--- src/rtl/interrupt_ack_sequencer.sv ---
// interrupt_ack_sequencer: 8086-mode two-pulse INTA sequencer for an 8259A-style PIC.
// Freezes the winning request on the first INTA#, drives the vector on the second,
// and turns AEOI / non-specific / specific EOI events into an end_interrupt mask
// plus the priority_rotate value. All outputs are registered.
module interrupt_ack_sequencer (
    input  logic       clock,
    input  logic       reset,
    input  logic       interrupt_acknowledge_n,
    input  logic [7:0] interrupt_to_service,
    input  logic [7:0] highest_level_in_service,
    input  logic [4:0] vector_base,
    input  logic       auto_eoi_config,
    input  logic       nonspecific_eoi,
    input  logic       specific_eoi,
    input  logic [2:0] eoi_level,
    input  logic       rotate_on_eoi,
    output logic       interrupt_to_cpu,
    output logic       latch_ISR,
    output logic [7:0] latched_interrupt,
    output logic [7:0] clear_interrupt_request,
    output logic [7:0] end_interrupt,
    output logic [2:0] priority_rotate,
    output logic [7:0] data_bus_out,
    output logic       data_bus_io
);

    typedef enum logic [1:0] {
        IDLE  = 2'd0,
        ACK1  = 2'd1,
        WAIT2 = 2'd2,
        ACK2  = 2'd3
    } state_t;

    state_t     state;
    state_t     next_state;
    logic       inta_prev;
    logic       spurious;

    logic       inta_fall;
    logic       inta_rise;
    logic       start_ack;
    logic       end_ack;

    logic       spurious_next;
    logic       interrupt_to_cpu_next;
    logic       latch_isr_next;
    logic [7:0] latched_next;
    logic [7:0] clear_next;
    logic [7:0] end_next;
    logic [2:0] rotate_next;
    logic [7:0] bus_out_next;
    logic       bus_io_next;

    // One-hot to binary level; the inputs are one-hot so bit order does not matter.
    function automatic logic [2:0] encode(input logic [7:0] onehot);
        logic [2:0] level;
        level = '0;
        for (int unsigned i = 0; i < 8; i++) begin
            if (onehot[i]) begin
                level = 3'(i);
            end
        end
        return level;
    endfunction

    // Next-state, edge detection and next values for every registered output.
    always_comb begin
        next_state            = state;
        inta_fall             = inta_prev & ~interrupt_acknowledge_n;
        inta_rise             = ~inta_prev & interrupt_acknowledge_n;

        case (state)
            IDLE:    if (inta_fall) next_state = ACK1;
            ACK1:    if (inta_rise) next_state = WAIT2;
            WAIT2:   if (inta_fall) next_state = ACK2;
            ACK2:    if (inta_rise) next_state = IDLE;
            default: next_state = IDLE;
        endcase

        start_ack             = (state == IDLE) && inta_fall;
        end_ack               = (state == ACK2) && inta_rise;

        latched_next          = start_ack ? interrupt_to_service : latched_interrupt;
        spurious_next         = start_ack ? (interrupt_to_service == '0) : spurious;
        latch_isr_next        = start_ack && (interrupt_to_service != '0);
        clear_next            = start_ack ? interrupt_to_service : '0;

        end_next              = '0;
        if (end_ack && auto_eoi_config && !spurious) begin
            end_next = end_next | latched_interrupt;
        end
        if (nonspecific_eoi) begin
            end_next = end_next | highest_level_in_service;
        end
        if (specific_eoi) begin
            end_next = end_next | (8'b1 << eoi_level);
        end

        // Specific EOI takes precedence over non-specific when both rotate.
        rotate_next           = priority_rotate;
        if (rotate_on_eoi) begin
            if (specific_eoi) begin
                rotate_next = eoi_level;
            end else if (nonspecific_eoi && (highest_level_in_service != '0)) begin
                rotate_next = encode(highest_level_in_service);
            end
        end

        bus_io_next           = (next_state == ACK2);
        bus_out_next          = '0;
        if (bus_io_next) begin
            bus_out_next = {vector_base, spurious_next ? 3'b111 : encode(latched_next)};
        end

        interrupt_to_cpu_next = (next_state == IDLE) && (interrupt_to_service != '0);
    end

    // State, INTA# history and registered outputs.
    always_ff @(posedge clock) begin
        if (reset) begin
            state                   <= IDLE;
            inta_prev               <= 1'b1;
            spurious                <= 1'b0;
            interrupt_to_cpu        <= 1'b0;
            latch_ISR               <= 1'b0;
            latched_interrupt       <= '0;
            clear_interrupt_request <= '0;
            end_interrupt           <= '0;
            priority_rotate         <= 3'b111;
            data_bus_out            <= '0;
            data_bus_io             <= 1'b0;
        end else begin
            state                   <= next_state;
            inta_prev               <= interrupt_acknowledge_n;
            spurious                <= spurious_next;
            interrupt_to_cpu        <= interrupt_to_cpu_next;
            latch_ISR               <= latch_isr_next;
            latched_interrupt       <= latched_next;
            clear_interrupt_request <= clear_next;
            end_interrupt           <= end_next;
            priority_rotate         <= rotate_next;
            data_bus_out            <= bus_out_next;
            data_bus_io             <= bus_io_next;
        end
    end

endmodule

--- config.mk ---
export PLATFORM = sky130hd
export DESIGN_NAME = interrupt_ack_sequencer
export DESIGN_NICKNAME = d
export VERILOG_FILES = /design/src/rtl/interrupt_ack_sequencer.sv
export SDC_FILE = /design/constraint.sdc
export NUM_CORES = 1
export LEC_CHECK = 0
export CAP_MARGIN = 0
export CORE_MARGIN = 2
export CORE_UTILIZATION = 37
export DETAILED_ROUTE_END_ITERATION = 6
export PLACE_DENSITY_LB_ADDON = 0.3
export REMOVE_ABC_BUFFERS = 1
export SLEW_MARGIN = 25
export SYNTH_ARGS = -nofsm -noshare
export SYNTH_HDL_FRONTEND = slang
export SYNTH_SLANG_ARGS = --single-unit
export TNS_END_PERCENT = 20
--- constraint.sdc ---
create_clock -name clock -period 1.4 [get_ports clock]
set_input_delay 0.14 -clock clock [delete_from_list [all_inputs] [get_ports clock]]
set_output_delay 0.14 -clock clock [all_outputs]
set_load 0.02 [all_outputs]
# == Yosys cells after proc, flatten, opt, wreduce, memory -nomap -nowiden ==
# Index checks and enable logic that the tools add are counted.
# op_classes
eq_ne,4
shifts,1
n_mux,27
bitwise,8
n_reduce_logical,17
# op_table
op,count
$mux W3,15
$mux W8,4
$or A8 B8 Y8,2
$reduce_bool A8 Y1,2
$logic_not A8 Y1,1
$mux W2,4
$pmux W2 S4,1
$shl A1 B3 Y8 const A,1
$logic_and A1 B1 Y1,7
$eq A2 B2 Y1 const B,3
$logic_not A2 Y1,2
$not A1 Y1,4
$reduce_or A2 Y1,2
$mux W1,3
$and A1 B1 Y1,2
$eq A2 B1 Y1 const B,1
$reduce_and A2 Y1,1
$reduce_bool A2 Y1,1
$logic_not A1 Y1,1
# word_totals
reg_bits,42
inputBits,31
word_cells,69

# == Logic depth before layout (Yosys ltp) ==
# logic_depth
depth_word,12
mapped_depth,5
depth_no_buf,5

# == Worst setup path before layout ==
# OpenSTA, ideal clock, no wires.
# synth_path
path_kind,reg2reg
startpoint,register state[0]
endpoint,register data_bus_out[2]
setup_ps,66
arrival_time_ps,1280
path_slack_ps,53
path_stages_with_launch,4
path_buffers,0
synth_period_minus_slack_ps,1347
cell_sequence,dfxtp_1 > or4b_4 > mux2_4 > a21oi_2
# synth_via
elab_chain_len,9
# synth_lines
item,line_no,source
from (decl),34,state_t state;
from (signal assigned),133,state <= next_state;
$logic_not A2 Y1,"72, 80",
$logic_and A1 B1 Y1,80,start_ack = (state == IDLE) && inta_fall;
$mux W8,83,latched_next = start_ack ? interrupt_to_service : latched_interrupt;
$mux W3 (5 in a row),59,if (onehot[i]) begin
$mux W3,112,"bus_out_next = {vector_base, spurious_next ? 3'b111 : encode(latched_next)};"
to (signal assigned),142,data_bus_out <= bus_out_next;
to (decl),23,"output logic [7:0] data_bus_out,"
# Several ways; a longest one is shown, not always the timed one.
# A chain may end at the register's enable or synchronous reset.

# == Worst setup path after layout ==
# layout_path
startpoint,register state[1]
endpoint,register data_bus_out[2]
# Same word-level chain as after synthesis.

==> impl_metrics.toml <==
[die]
coreArea_um2 = 4260
fp.dieW_um = 70.1
fp.dieH_um = 70.1
design.die.area_um2 = 4910
initial_utilization_pct = 37.9
ios = 69
num_rows = 24

[logic_synthesis]
synth_xor_area_share_pct = 0.542
synthTopCellsByArea = "dfxtp_1 52%, nand2_1 6.0%, a21oi_1 4.6%"
synthAdderAreaFrac_pct = 0
ys_types = 37
synth_area_per_cell_um2 = 9.34
synth_seq_cells = 42
muxShareOfSynthArea_pct = 0.930
synth_top_family_by_area = "simple AND/OR/NAND/NOR gates"
yosys.area_share.simple_pct = 25.3
yosysTopAreaCell = "dfxtp_1"
synth_compound_area_share_pct = 18.4
synth_edf_count = 0
syn_inst = 173
synth_top_area_share_pct = 52.1
yosysWarningCount = 0
yosysSeqAreaShare_pct = 52.1
synthFlopType = "dfxtp_1"
synthArstFlopShare_pct = 0
synth_area_um2 = 1620

[outcome]
status = "finished, violations left"
violations = "negative setup slack"

[sta]
holdWs_ns = 0.202
drv_slew = 0
rsz0062_at_grt = "true"
fin_skew_ns = 0.00413
finalWorstSetupSlack_ns = -0.0352
post-route-period-util_pct = 103
hold_viol = 0
fmax_mhz = 697
relSlewSlack_pct = 75.9
fin_crit_ns = 1.44
setup_viol = 1
tightest_slew_ns = 0.357

[worst_setup_path]
reg2reg_depth = 3
critPathCapture = "data_bus_out[2]$_SDFF_PP0_"
required_ns = 1.63
crit_type = "flop to flop"
critical_path.max_stage_delay_ns = 0.58
cp_max_fo = 5
crit_chain = "or4b_4 > mux2_4 > a21oi_2"
crit_family = "simple AND/OR/NAND/NOR gates"
crit_slowest_cell = "or4b_4"
setup.worst_path.start = "state[1]$_SDFF_PP0_"
rr_startpoint = "state[1]$_SDFF_PP0_"
arrival_ns = 1.67
rrSetupSlack_ns = -0.04
cp_num_cells = 3
timing.rr.end = "data_bus_out[2]$_SDFF_PP0_"
critPathLaunchType = "flop"
crit_buf_inv = 0
cp-end-kind = "flop"

[global_route]
grt_pass1_wl_um = 7460
antenna_found_initial = 0
grt_overflow_total = 0
grt_max_degree = 13
grt_pass1_vias = 1639
track_usage_pct = 19.2

[routing]
ant_nets = 0
drtPass1Iterations = 4
vias_per_cell = 5.08
wl_per_cell_um = 14.3
drt_iter0_markers = 99
drcViolationCount = 0
vias = 1670
routed_wl_um = 4690

[clocking]
clk_path_buf_depth = 2
cts_tree = "built"
clk_pin_slew_ns = 0.07
post_cts.repair.setup_buffers = 0
cts_buffers = 5
clk_latency_ns = 0.29
htreeDepth = 2
cts-root-buf = "clkbuf_8"
clock-sinks = 42
cts_hold_buf = 0

[run]
cap_violations = 0

[worst_hold_path]
hp-start = "interrupt_to_service[1]"
hold_path.class = "input port to flop"

[power]
vdd_ir_drop_max_mv = 0.399
p_leak_uw = 0.00131
p_per_area_nw_per_um2 = 993

[final_layout]
nNetsFinal = 308
antenna_cells = 0
final_common_cell = "clkdlybuf4s50_1"
layout-area-overhead-vs-synth_pct = 72.5
utilization_pct = 65.3
nFillCells = 364
final_cell_mix = "43 x clkdlybuf4s50_1, 40 x dfxtp_1, 36 x buf_4, 25 x nand2_1, 16 x dlymetal6s2s_1"
drive_above_1_share_pct = 21.7

[place]
preCtsSetupSlack_ns = -0.338
portBuffers = 68
dp_hpwl_um = 3550
gp_congestion = 0.816
-- metal layers --
metal	up-vias	wire [um]	global-route usage [%]
li1	827	-	-
met2	57	2350	33.5
met5	-	0	0
met4	0	27	4.91
met3	5	337	6.20
met1	781	1980	22.7
-- tightest hold or removal path: stages --
cell and delay [ns]:
dlymetal6s2s_1 0.11, buf_4 0.12, and2_1 0.10
-- power by group --
group	total, uW	internal, uW	leakage (uW)	switching (uW)
combinational	519	280	0.000909	239
clock	969	570	0.0000573	399
sequential	1280	1240	0.000344	33.7
total	2770	2090	0.00131	672
-- stage by stage --
stage	cell area, um2	total power [uW]	cells	setup TNS (ns)
2_1_floorplan	1590	1490	166	-0.460
3_3_place_gp	2600	1820	322	-7.01
3_5_place_dp	2600	1830	322	-7.55
4_1_cts	2720	2780	329	-0.0706
5_1_grt	2790	2890	329	-0.0938
6_report	2790	2770	329	-0.0352
-- worst min-delay path by stage --
| stage | end | slack, ns | cells past startpoint |
|---|---|---|---|
| final | clear_interrupt_request[1]$_SDFF_PP0_ | 0.20 | 3 |
| after global routing | clear_interrupt_request[0]$_SDFF_PP0_ | 0.21 | 3 |
| after CTS | data_bus_out[3]$_SDFF_PP0_ | 0.43 | 2 |
| after detailed placement | latched_interrupt[0]$_SDFFE_PP0N_ | 0.47 | 2 |
| after global placement | latched_interrupt[0]$_SDFFE_PP0N_ | 0.48 | 2 |
| after floorplan | end_interrupt[6]$_SDFF_PP0_ | 0.21 | 1 |
-- cell families after synthesis --
group | after synthesis
buffers and inverters | 12
flip-flops | 42
AO/OA/AOI/OAI | 41
multiplexers | 1
XOR/XNOR | 1
AND/OR/NAND/NOR | 76
-- cells in the mapped netlist, types with 4 or more instances --
cell,number
a21oi_1,15
a222oi_1,6
and2_1,8
and3_1,6
clkbuf_1,6
dfxtp_1,42
inv_1,5
nand2_1,26
nor2_1,13
nor2b_1,4
nor3_1,4
o211ai_1,4
-- cell type report --
class	instances	area [um2]	area share, %
Clock buffer	6	82.6	2.96
Timing Repair Buffer	104	980	35.2
Inverter	5	18.8	0.674
Multi-Input combinational cell	119	764	27.4
Sequential cell	42	846	30.4
Clock inverter	1	30.0	1.08
Tap cell	52	65.1	2.33
-- state kept, by name (all words and copies together), names as in the netlist --
register                 count
interrupt_to_cpu             1
end_interrupt                8
data_bus_out                 8
clear_interrupt_request      8
data_bus_io                  1
spurious                     1
priority_rotate              3
inta_prev                    1
latch_ISR                    1
state                        2
latched_interrupt            8
-- repair_timing --
| action | 4_1_cts | 5_1_grt |
|---|---|---|
| setup endpoints to repair | 14 | 19 |
| gates resized for setup | 11 | 25 |
| cloned | 0 | 0 |
| pin swaps | 0 | 8 |
Power figures use the tool's default switching activity.
